### src/rtl/sha256_pkg.sv
// Shared constants and state encoding for the SHA-256 message padder and its block buffer.
package sha256_pkg;

  typedef logic [2:0] state_t;

  localparam state_t ST_FILL = 3'd0;
  localparam state_t ST_PAD  = 3'd1;
  localparam state_t ST_LEN  = 3'd2;
  localparam state_t ST_WAIT = 3'd3;
  localparam state_t ST_SEND = 3'd4;

  localparam int         BLOCK_BYTES     = 64;
  localparam int         LEN_OFS         = 56;
  localparam int         WORDS_PER_BLOCK = 16;
  localparam logic [7:0] PAD_BYTE        = 8'h80;

endpackage

### src/rtl/sha256_padder_if.sv
// Byte-stream input and 32-bit block-word output of the padder, bundled for port connection.
interface sha256_padder_if;

  logic [7:0]  in_byte;
  logic        in_valid;
  logic        in_last;
  logic        in_ready;
  logic        input_ready;
  logic [31:0] data_prepro;
  logic        data_load;
  logic        first_block;
  logic        last_block;

  modport slave (
    input  in_byte, in_valid, in_last, input_ready,
    output in_ready, data_prepro, data_load, first_block, last_block
  );

  modport master (
    output in_byte, in_valid, in_last, input_ready,
    input  in_ready, data_prepro, data_load, first_block, last_block
  );

endinterface

### src/rtl/sha256_blk_buf.sv
// 64-byte block buffer: single byte write, parallel 8-byte length write into 56..63,
// and a big-endian 32-bit word read.
module sha256_blk_buf
  import sha256_pkg::*;
(
  input  logic        clk,
  input  logic        wr_en,
  input  logic [5:0]  wr_addr,
  input  logic [7:0]  wr_data,
  input  logic        len_wr,
  input  logic [63:0] len_data,
  input  logic [3:0]  rd_addr,
  output logic [31:0] rd_data
);

  logic [7:0] mem [BLOCK_BYTES];

  generate
    for (genvar gi = 0; gi < BLOCK_BYTES; gi++) begin : g_byte
      logic [7:0] byte_reg;
      assign mem[gi] = byte_reg;
      if (gi >= LEN_OFS) begin : g_len
        // Length field is big-endian: byte 56 takes bits 63:56.
        localparam int SH = (BLOCK_BYTES - 1 - gi) * 8;
        always_ff @(posedge clk) begin
          if (len_wr)
            byte_reg <= len_data[SH +: 8];
          else if (wr_en && wr_addr == 6'(gi))
            byte_reg <= wr_data;
        end
      end else begin : g_dat
        always_ff @(posedge clk) begin
          if (wr_en && wr_addr == 6'(gi))
            byte_reg <= wr_data;
        end
      end
    end
  endgenerate

  assign rd_data = {mem[{rd_addr, 2'd0}], mem[{rd_addr, 2'd1}],
                    mem[{rd_addr, 2'd2}], mem[{rd_addr, 2'd3}]};

endmodule

### src/rtl/sha256_padder.sv
// FIPS 180-4 message padder: buffers a byte stream into 512-bit blocks, appends marker,
// zero fill and bit length, then streams each block as 16 words to the hash core.
module sha256_padder
  import sha256_pkg::*;
#(
  parameter int LEN_W = 64
) (
  input logic           clk,
  input logic           rst_n,
  sha256_padder_if.slave bus
);

  state_t           state_reg, state_next;
  logic [5:0]       idx_reg, idx_next;
  logic [LEN_W-1:0] bitcnt_reg, bitcnt_next;
  logic [3:0]       wcnt_reg, wcnt_next;
  logic             first_reg, first_next;
  logic             two_blk_reg, two_blk_next;
  logic             mark_done_reg, mark_done_next;
  logic             final_reg, final_next;

  logic             in_ready_reg, in_ready_next;
  logic             data_load_reg, data_load_next;
  logic             first_block_reg, first_block_next;
  logic             last_block_reg, last_block_next;
  logic [31:0]      data_prepro_reg, data_prepro_next;

  logic             accept;
  logic             wr_en;
  logic             len_wr;
  logic [7:0]       wr_data;
  logic [63:0]      len64;
  logic [31:0]      rd_word;

  // in_ready_reg is high exactly while in FILL (outside the cycle after reset).
  assign accept = bus.in_valid && in_ready_reg;

  always_comb begin
    len64 = '0;
    len64[LEN_W-1:0] = bitcnt_reg;
  end

  sha256_blk_buf u_buf (
    .clk      (clk),
    .wr_en    (wr_en),
    .wr_addr  (idx_reg),
    .wr_data  (wr_data),
    .len_wr   (len_wr),
    .len_data (len64),
    .rd_addr  (wcnt_next),
    .rd_data  (rd_word)
  );

  always_ff @(posedge clk or negedge rst_n) begin
    if (!rst_n) begin
      state_reg       <= ST_FILL;
      idx_reg         <= '0;
      bitcnt_reg      <= '0;
      wcnt_reg        <= '0;
      first_reg       <= 1'b1;
      two_blk_reg     <= 1'b0;
      mark_done_reg   <= 1'b0;
      final_reg       <= 1'b0;
      in_ready_reg    <= 1'b0;
      data_load_reg   <= 1'b0;
      first_block_reg <= 1'b0;
      last_block_reg  <= 1'b0;
      data_prepro_reg <= '0;
    end else begin
      state_reg       <= state_next;
      idx_reg         <= idx_next;
      bitcnt_reg      <= bitcnt_next;
      wcnt_reg        <= wcnt_next;
      first_reg       <= first_next;
      two_blk_reg     <= two_blk_next;
      mark_done_reg   <= mark_done_next;
      final_reg       <= final_next;
      in_ready_reg    <= in_ready_next;
      data_load_reg   <= data_load_next;
      first_block_reg <= first_block_next;
      last_block_reg  <= last_block_next;
      data_prepro_reg <= data_prepro_next;
    end
  end

  always_comb begin
    state_next     = state_reg;
    idx_next       = idx_reg;
    bitcnt_next    = bitcnt_reg;
    wcnt_next      = wcnt_reg;
    first_next     = first_reg;
    two_blk_next   = two_blk_reg;
    mark_done_next = mark_done_reg;
    final_next     = final_reg;
    case (state_reg)
      ST_FILL: begin
        if (accept) begin
          idx_next    = idx_reg + 6'd1;
          bitcnt_next = bitcnt_reg + LEN_W'(8);
          if (bus.in_last) begin
            mark_done_next = 1'b0;
            // A message ending on byte 63 leaves no room for the marker in this block.
            if (idx_reg == 6'(BLOCK_BYTES - 1)) begin
              state_next   = ST_WAIT;
              two_blk_next = 1'b1;
              final_next   = 1'b0;
            end else begin
              state_next = ST_PAD;
            end
          end else if (idx_reg == 6'(BLOCK_BYTES - 1)) begin
            state_next = ST_WAIT;
            final_next = 1'b0;
          end
        end
      end
      ST_PAD: begin
        mark_done_next = 1'b1;
        if (idx_reg == 6'(LEN_OFS - 1)) begin
          state_next = ST_LEN;
        end else if (idx_reg == 6'(BLOCK_BYTES - 1)) begin
          state_next   = ST_WAIT;
          two_blk_next = 1'b1;
          final_next   = 1'b0;
        end else begin
          idx_next = idx_reg + 6'd1;
        end
      end
      ST_LEN: begin
        state_next = ST_WAIT;
        final_next = 1'b1;
      end
      ST_WAIT: begin
        if (bus.input_ready) begin
          state_next = ST_SEND;
          wcnt_next  = '0;
        end
      end
      ST_SEND: begin
        wcnt_next = wcnt_reg + 4'd1;
        if (wcnt_reg == 4'(WORDS_PER_BLOCK - 1)) begin
          idx_next   = '0;
          first_next = 1'b0;
          if (final_reg) begin
            state_next     = ST_FILL;
            bitcnt_next    = '0;
            first_next     = 1'b1;
            two_blk_next   = 1'b0;
            mark_done_next = 1'b0;
            final_next     = 1'b0;
          end else if (two_blk_reg) begin
            state_next = ST_PAD;
          end else begin
            state_next = ST_FILL;
          end
        end
      end
      default: state_next = ST_FILL;
    endcase
  end

  // Outputs are registered from next-state so the first word shows one cycle after WAIT.
  always_comb begin
    wr_en            = accept || (state_reg == ST_PAD);
    wr_data          = (state_reg == ST_PAD) ? (mark_done_reg ? 8'h00 : PAD_BYTE) : bus.in_byte;
    len_wr           = (state_reg == ST_LEN);
    in_ready_next    = (state_next == ST_FILL);
    data_load_next   = (state_next == ST_SEND);
    data_prepro_next = data_load_next ? rd_word : 32'h0;
    first_block_next = data_load_next && first_reg;
    last_block_next  = data_load_next && final_reg;
  end

  assign bus.in_ready    = in_ready_reg;
  assign bus.data_load   = data_load_reg;
  assign bus.data_prepro = data_prepro_reg;
  assign bus.first_block = first_block_reg;
  assign bus.last_block  = last_block_reg;

endmodule
### src/flat_wrapper.sv
// flat-port wrapper written by rule: the top's interface ports become plain ports
module sha256_padder_flat import sha256_pkg::*;
#(
  parameter int LEN_W = 64
)
  (clk, rst_n, bus_in_byte, bus_in_valid, bus_in_last, bus_input_ready, bus_in_ready, bus_data_prepro, bus_data_load, bus_first_block, bus_last_block);
  sha256_padder_if bus_i ();
  input logic clk;
  input logic rst_n;
  input wire logic [$bits(bus_i.in_byte)-1:0] bus_in_byte;
  input wire logic [$bits(bus_i.in_valid)-1:0] bus_in_valid;
  input wire logic [$bits(bus_i.in_last)-1:0] bus_in_last;
  input wire logic [$bits(bus_i.input_ready)-1:0] bus_input_ready;
  output wire logic [$bits(bus_i.in_ready)-1:0] bus_in_ready;
  output wire logic [$bits(bus_i.data_prepro)-1:0] bus_data_prepro;
  output wire logic [$bits(bus_i.data_load)-1:0] bus_data_load;
  output wire logic [$bits(bus_i.first_block)-1:0] bus_first_block;
  output wire logic [$bits(bus_i.last_block)-1:0] bus_last_block;
  assign bus_i.in_byte = bus_in_byte;
  assign bus_i.in_valid = bus_in_valid;
  assign bus_i.in_last = bus_in_last;
  assign bus_i.input_ready = bus_input_ready;
  assign bus_in_ready = bus_i.in_ready;
  assign bus_data_prepro = bus_i.data_prepro;
  assign bus_data_load = bus_i.data_load;
  assign bus_first_block = bus_i.first_block;
  assign bus_last_block = bus_i.last_block;
  sha256_padder #(.LEN_W(LEN_W)) u_core (.clk(clk), .rst_n(rst_n), .bus(bus_i));
endmodule
### config.mk
export PLATFORM = sky130hd
export DESIGN_NAME = sha256_padder_flat
export DESIGN_NICKNAME = d
export VERILOG_FILES = /design/src/rtl/sha256_pkg.sv /design/src/rtl/sha256_padder_if.sv /design/src/rtl/sha256_blk_buf.sv /design/src/rtl/sha256_padder.sv /design/src/flat_wrapper.sv
export SDC_FILE = /design/constraint.sdc
export NUM_CORES = 1
export LEC_CHECK = 0
export ABC_CLOCK_PERIOD_IN_PS = 9700
export CAP_MARGIN = 20
export CORE_MARGIN = 5
export CORE_UTILIZATION = 40
export CTS_CLUSTER_SIZE = 10
export DETAILED_ROUTE_END_ITERATION = 7
export PLACE_DENSITY = 0.65
export SLEW_MARGIN = 5
export SYNTH_ARGS = -nofsm -noshare
export SYNTH_HDL_FRONTEND = slang
export SYNTH_SLANG_ARGS = --single-unit
export TNS_END_PERCENT = 100
### constraint.sdc
create_clock -name clk -period 9.7 [get_ports clk]
set_input_delay 2.91 -clock clk [delete_from_list [all_inputs] [get_ports clk]]
set_output_delay 2.91 -clock clk [all_outputs]
set_load 0.05 [all_outputs]
======== Word level (Yosys, flattened, before mapping) ========
Cells that the tools add are included.
word-level totals
  flip-flop bits (word level) ............. 629
  bits in latches ......................... 0
  memory bits (writable) .................. 0
  ROM bits ................................ 0
  output and inout port bits .............. 36
  memories ................................ 0
cells by class
  add/sub/neg operators ................... 3
  multiply operators ...................... 0
  divide/modulo/power cells ............... 0
  $lt $le $gt $ge ......................... 4
  equality and inequality tests ........... 75
  shift operators ......................... 0
  multiplexer cells ....................... 68
  bitwise operators ....................... 4
  reduce and logical (&&, ||, !) cells .... 88
operators with widths
  operator                                                   number
  2-to-1 mux 8 bit                                           26
  binary-select mux 8 bit (select 6 bit)                     4
  equality test 6 bit (second input constant)                32
  2-to-1 mux 64 bit                                          3
  case mux 64 bit (2 select lines)                           1
  equality test 6 x 5 -> 1 bit (second input constant)       16
  logical AND 1 bit                                          67
  adder 64 x 4 -> 64 bit (second input constant)             1
  equality test 6 x 4 -> 1 bit (second input constant)       8
  2-to-1 mux 32 bit                                          1
  greater-or-equal comparator 7 bit (second input constant)  4
  inverter 6 -> 7 bit                                        4
  equality test 6 x 3 -> 1 bit (second input constant)       4
  2-to-1 mux 6 bit                                           4
  2-to-1 mux 3 bit                                           7
  case mux 6 bit (3 select lines)                            1
  nonzero test 2 bit                                         9
  case mux 3 bit (5 select lines)                            1
  2-to-1 mux 1 bit                                           14
  equality test 6 x 2 -> 1 bit (second input constant)       2
  AND reduction 5 bit                                        2
  case mux 4 bit (2 select lines)                            1
  AND reduction 4 bit                                        2
  adder 6 x 1 -> 6 bit (second input constant)               1
  19 further kinds                                           27

======== Longest topological paths before layout ========
  depth after elaboration ................. 7
  gate-level depth with buffers ........... 11

======== Cells and area by module ========
Synthesis repeated with hierarchy kept, for this count alone.
unflattened totals
  cells, all modules ...................... 1588
  area total of the unflattened synthesis .. 25612.1 µm²
by module, submodules not included
  module          times used  cells an instance  area each (µm²)  sequential area each (µm²)
  sha256_blk_buf  1           1030               20113.0          15374.7
  sha256_padder   1           558                5499.0           2854.0

======== Worst setup path after synthesis ========
No wires, ideal clock.
  kind .................................... input -> register
  start point ............................. input bus_in_byte[7]
  end point ............................... register u_core.u_buf.g_byte[59].byte_reg[7], data pin
  arrival ................................. 4.656 ns
  data required time ...................... 9.429 ns
  path slack .............................. 4.773 ns
  cell stages on the path ................. 5
  path buffers ............................ 1
  path through ............................ nand2_1 > o21ai_0 > nand2b_1 > buf_1 > a21boi_0
between the ends
  cells in the longest elaborated chain, start to end .. 3
ends and longest elaborated chain
  element                      line                  text
  start: declaration           flat_wrapper.sv:10    input wire logic [$bits(bus_i.in_byte)-1:0] bus_in_byte;
  2-to-1 mux 8 bit             sha256_padder.sv:164  wr_data = (state_reg == ST_PAD) ? (mark_done_reg ? 8'h00 : PAD_BYTE) : bus.in_byte;
  via u_core.u_buf.wr_data[7]  sha256_blk_buf.sv:9   input logic [7:0] wr_data,
  2-to-1 mux 8 bit             sha256_blk_buf.sv:28  else if (wr_en && wr_addr == 6'(gi))
  2-to-1 mux 8 bit             sha256_blk_buf.sv:26  if (len_wr)
  end signal: assignment       sha256_blk_buf.sv:27  byte_reg <= len_data[SH +: 8];
  end signal: assignment       sha256_blk_buf.sv:29  byte_reg <= wr_data;
  end: declaration             sha256_blk_buf.sv:20  logic [7:0] byte_reg;
The timed path passes the listed nets, and every way through them passes these cells. The select of a mux whose other input is x is not followed.
A chain may end at the register's enable or synchronous reset.

======== Final worst setup path ========
  start point ............................. input bus_input_ready
  end point ............................... register u_core.data_prepro_reg[2], in the netlist u_core.bus.data_prepro[2]
between the ends
  cells in the longest elaborated chain, start to end .. 7
  elaborated cells on any way between the ends .. 10
  classes of those cells .................. 1 x eq/ne; 8 x mux; 1 x bitwise
ends and longest elaborated chain
  element                                              line                  text
  start: declaration                                   flat_wrapper.sv:13    input wire logic [$bits(bus_i.input_ready)-1:0] bus_input_ready;
  2-to-1 mux 4 bit                                     sha256_padder.sv:133  if (bus.input_ready) begin
  case mux 4 bit (2 select lines)                      sha256_padder.sv:95   case (state_reg)
  inverter 6 -> 7 bit (not written as such)            sha256_blk_buf.sv:41  mem[{rd_addr, 2'd2}], mem[{rd_addr, 2'd3}]};
  binary-select mux 8 bit (select 6 bit)               sha256_blk_buf.sv:41
  2-to-1 mux 8 bit (not written as such) (2 in a row)  sha256_blk_buf.sv:41
  2-to-1 mux 32 bit *                                  sha256_padder.sv:168  data_prepro_next = data_load_next ? rd_word : 32'h0;
  via u_core.data_prepro_next[2]                       sha256_padder.sv:26   logic [31:0] data_prepro_reg, data_prepro_next;
  end signal: assignment                               sha256_padder.sv:82   data_prepro_reg <= data_prepro_next;
  end: declaration                                     sha256_padder.sv:26
The timed path passes the listed nets; every way through them passes the cells marked *. The select of a mux whose other input is x is not followed.

==> PnR_summary.wiki <==
{| class="wikitable"
! Metric !! Value
|-
| DIE HEIGHT || 268 um
|-
| Critical Path Sink Type || register
|-
| Clock root buffer || sky130_fd_sc_hd__clkbuf_16
|-
| Seq pwr share || 0.504
|-
| Placed cell area || 27800 sq um
|-
| Floorplan row count || 94
|-
| Worst setup slack for register-to-register paths || 5520 ps
|-
| Period minus WS final || 5970 ps
|-
| DRC violations left || 0
|-
| Routed WL per cell || 23.1 um
|-
| Maximum vdd ir drop || 0.130 mV
|-
| Fraction of the cycle the final worst path needs || 0.615
|-
| CP max stage delay || 580 ps
|-
| Buffers inserted during post-CTS setup optimization || 0
|-
| Number of top-level design ports || 49
|-
| Worst Hold Class || register to register
|-
| Post-synthesis cell type count || 64
|-
| Worst path bufs/invs || 4
|-
| Post-route cell area || 30000 sq um
|-
| Post-CTS clock slew at the launch and capture registers of the worst setup and hold paths || 50 ps
|-
| Initial Util || 0.404
|-
| Number of cells on the critical path || 10
|-
| Total Nets Final || 2218
|-
| Fraction of power spent switching nets || 0.266
|-
| Portion of total power attributed to the clock network || 0.384
|-
| Reg2Reg Launch Point || u_core.state_reg[2]$_DFF_PN0_
|-
| Total clock sinks || 626
|-
| Cell family contributing the most delay on the critical path || buffers and inverters
|-
| Worst setup path end || u_core.bus.data_prepro[2]$_DFF_PN0_
|-
| Yosys warnings || 0
|-
| Logic pwr share || 0.113
|-
| Post-CTS Resized || 0
|-
| Worst hold margin || 505 ps
|-
| Leftover overflow at the end of global routing || 0
|-
| Placed Cells incl. Taps || 2976
|-
| Crit path from || bus_input_ready
|-
| Vias in the first global route || 17600
|-
| Detailed-routing iteration count for the pre-antenna-repair pass || 8
|-
| Highest achievable clock rate || 168 MHz
|-
| Final total power || 6.52 mW
|-
| Die ar. || 71700 sq um
|-
| Final weighted congestion of routability-driven global placement || 0.818
|-
| Area growth, synth to finish || 13.1%
|-
| Clock latency of the later-clocked register in the worst-skew pair || 620 ps
|-
| Number of enable-type register cells in the synthesized netlist || 512
|-
| Number of flip-flops under the largest register name || 512
|-
| Synthesized area per cell || 12.2 sq um
|-
| CTS Buf Count || 72
|-
| Number of register bits inferred by synthesis || 626
|-
| Antenna violations before repair || 1
|-
| Final standard cell utilization of the core || 0.456
|-
| Setup repair after global routing missed its margin || no
|-
| Setup skew after layout || 19.8 ps
|-
| Critical-path cell list || clkdlybuf4s50_1, nand4b_1, o2111ai_4, buf_12, buf_4, buf_16, nor2_1, o21ai_0, nand4_1, o221ai_1
|-
| Final hold violations || 0
|-
| Setup TNS || 0 ps
|-
| Synth async-reset ratio || 0.182
|-
| Bufs on Longest Clock Path || 3
|-
| Final Instance Count excl. Fillers || 3121
|-
| Number of antenna repair diodes || 0
|-
| CTS tree || yes
|-
| Count of max-cap constraint violations || 0
|-
| Leak pwr || 10.9 nW
|-
| Proportion of layout cells with a drive suffix above 1 || 0.0806
|-
| Synthesized netlist net count || 2205
|-
| Most common flop cell mapped by yosys || sky130_fd_sc_hd__edfxtp_1
|-
| Number of instances in the synthesized netlist || 2186
|-
| Data arrival at the endpoint of the critical path || 6470 ps
|-
| First-pass GRT wire length || 109000 um
|-
| Core Region || 65900 sq um
|-
| Total detailed-routing wirelength || 72000 um
|-
| Post-place setup slack || 3080 ps
|-
| Iteration-0 DRC count of the detailed router || 2105
|-
| Sequential area share after synthesis || 0.686
|-
| Run status || completed
|-
| Hold-fix buffer count after cts || 0
|-
| Power per cell area || 217 nW/um^2
|-
| Total internal power || 4.78 mW
|-
| Critical path required time || 10200 ps
|-
| R2r endpoint || u_core.bus.data_prepro[2]$_DFF_PN0_
|-
| GRT Util Overall || 0.198
|-
| Port Buf Inserts || 48
|-
| Horizontal die dimension || 268 um
|-
| Worst slew slack as a fraction of its limit || 0.243
|-
| Worst-path maximum fanout || 155
|-
| Count of pins over their slew limit || 0
|-
| Setup Viol. Count Final || 0
|-
| # H-tree levels || 3
|-
| Pin count of the biggest net entering global routing || 163
|-
| Reported net switching power || 1.74 mW
|-
| Count of cells along the worst register-to-register path || 9
|-
| Master of the slowest instance on the critical path || sky130_fd_sc_hd__o21ai_0
|-
| Worst Max-Slew Pin Slew || 1130 ps
|-
| Via count || 17900
|-
| Number of nets with antenna violations after routing || 0
|-
| Worst-case setup margin in the final layout || 3730 ps
|-
| Nature of the critical path startpoint || input port
|-
| Startpoint-to-endpoint class of the critical path || input port to register
|-
| Combined area of all synthesized cells || 26600 sq um
|-
| Post-DP HPWL || 43200 um
|-
| Min-Delay Startpoint || u_core.first_reg$_DFFE_PN1P_
|-
| Detail-routed via count per cell || 5.75
|}
logic make-up after synthesis:
logic type                 synth area share
AOI/OAI and AO/OA                     0.115
xor gates and xnor gates             0.0138
DFF                                   0.686
buffers and inverters                0.0258
muxes                              0.000753
and+or+nand+nor                       0.156
adders and majority gates           0.00282
cell usage in the layout (no fill, tap or decap), drive strengths merged, types with 24 or more instances in the layout:
| cell type | instances |
|---|---|
| o221ai | 30 |
| clkdlybuf4s50 | 47 |
| inv | 24 |
| a22oi | 63 |
| nand3 | 93 |
| xnor2 | 37 |
| a31oi | 64 |
| a21oi | 44 |
| clkbuf | 128 |
| a32o | 30 |
| edfxtp | 512 |
| o21ai | 88 |
| nor2 | 184 |
| dfrtp | 113 |
| nand2 | 492 |
| nand4 | 45 |
| a21o | 55 |
| nor4 | 25 |
| buf | 32 |
worst min-delay path: stages (launching register included):
cell	delay, ps
sky130_fd_sc_hd__dfstp_2	360
sky130_fd_sc_hd__o21ai_0	60
sky130_fd_sc_hd__o21ai_0	80
worst min path at each step:
stage / end / depth (start not counted)
floorplan: u_core.two_blk_reg$_DFFE_PN0P_ / 2
global placement: u_core.two_blk_reg$_DFFE_PN0P_ / 2
detailed placement: u_core.two_blk_reg$_DFFE_PN0P_ / 2
CTS: u_core.first_reg$_DFFE_PN1P_ / 2
global route: u_core.bus.first_block$_DFF_PN0_ / 1
finish: u_core.first_reg$_DFFE_PN1P_ / 2
final cells by class:
class	instances	area, sq um
fill	5830	35800
tap	864	1080
clock buffer	125	2000
inverter	18	75.1
sequential	626	18200
clock inverter	7	125
multi-input combinational	1399	7740
timing repair buffer	82	798
synthesized netlist by cell type, drive strengths merged (7+ instances only):
master | count | share of area
edfxtp | 512 | 0.58
nand2 | 492 | 0.069
nor2 | 184 | 0.026
dfrtp | 113 | 0.11
clkbuf | 95 | 0.013
nand3 | 93 | 0.018
o21ai | 88 | 0.017
a31oi | 64 | 0.020
a22oi | 63 | 0.022
a21o | 55 | 0.016
buf | 48 | 0.0099
nand4 | 45 | 0.011
a21oi | 44 | 0.0083
xnor2 | 37 | 0.012
a32o | 30 | 0.011
o221ai | 30 | 0.0099
nor4 | 25 | 0.0064
inv | 18 | 0.0025
nor3 | 18 | 0.0034
and3 | 17 | 0.0040
and2 | 16 | 0.0038
or3 | 10 | 0.0024
nand2b | 8 | 0.0019
o21a | 8 | 0.0023
and4 | 7 | 0.0023
layer usage:
| metal | global-route usage | part of all wire | up-vias |
|---|---|---|---|
| met1 | 0.270 | 0.41 | 8923 |
| li1 | - | - | 8087 |
| met5 | 0 | 0 | - |
| met4 | 0.0705 | 0.030 | 0 |
| met2 | 0.308 | 0.46 | 793 |
| met3 | 0.0556 | 0.096 | 143 |
power by group through the flow:
stage,sequential [mW],clock [mW],combinational [mW]
floorplan,3.32,0,0.424
global placement,3.33,0,0.708
detailed placement,3.34,0,0.724
CTS,3.28,2.53,0.726
global route,3.30,2.65,0.791
finish,3.28,2.50,0.735
Note: power is estimated with default switching activity, not from simulation.
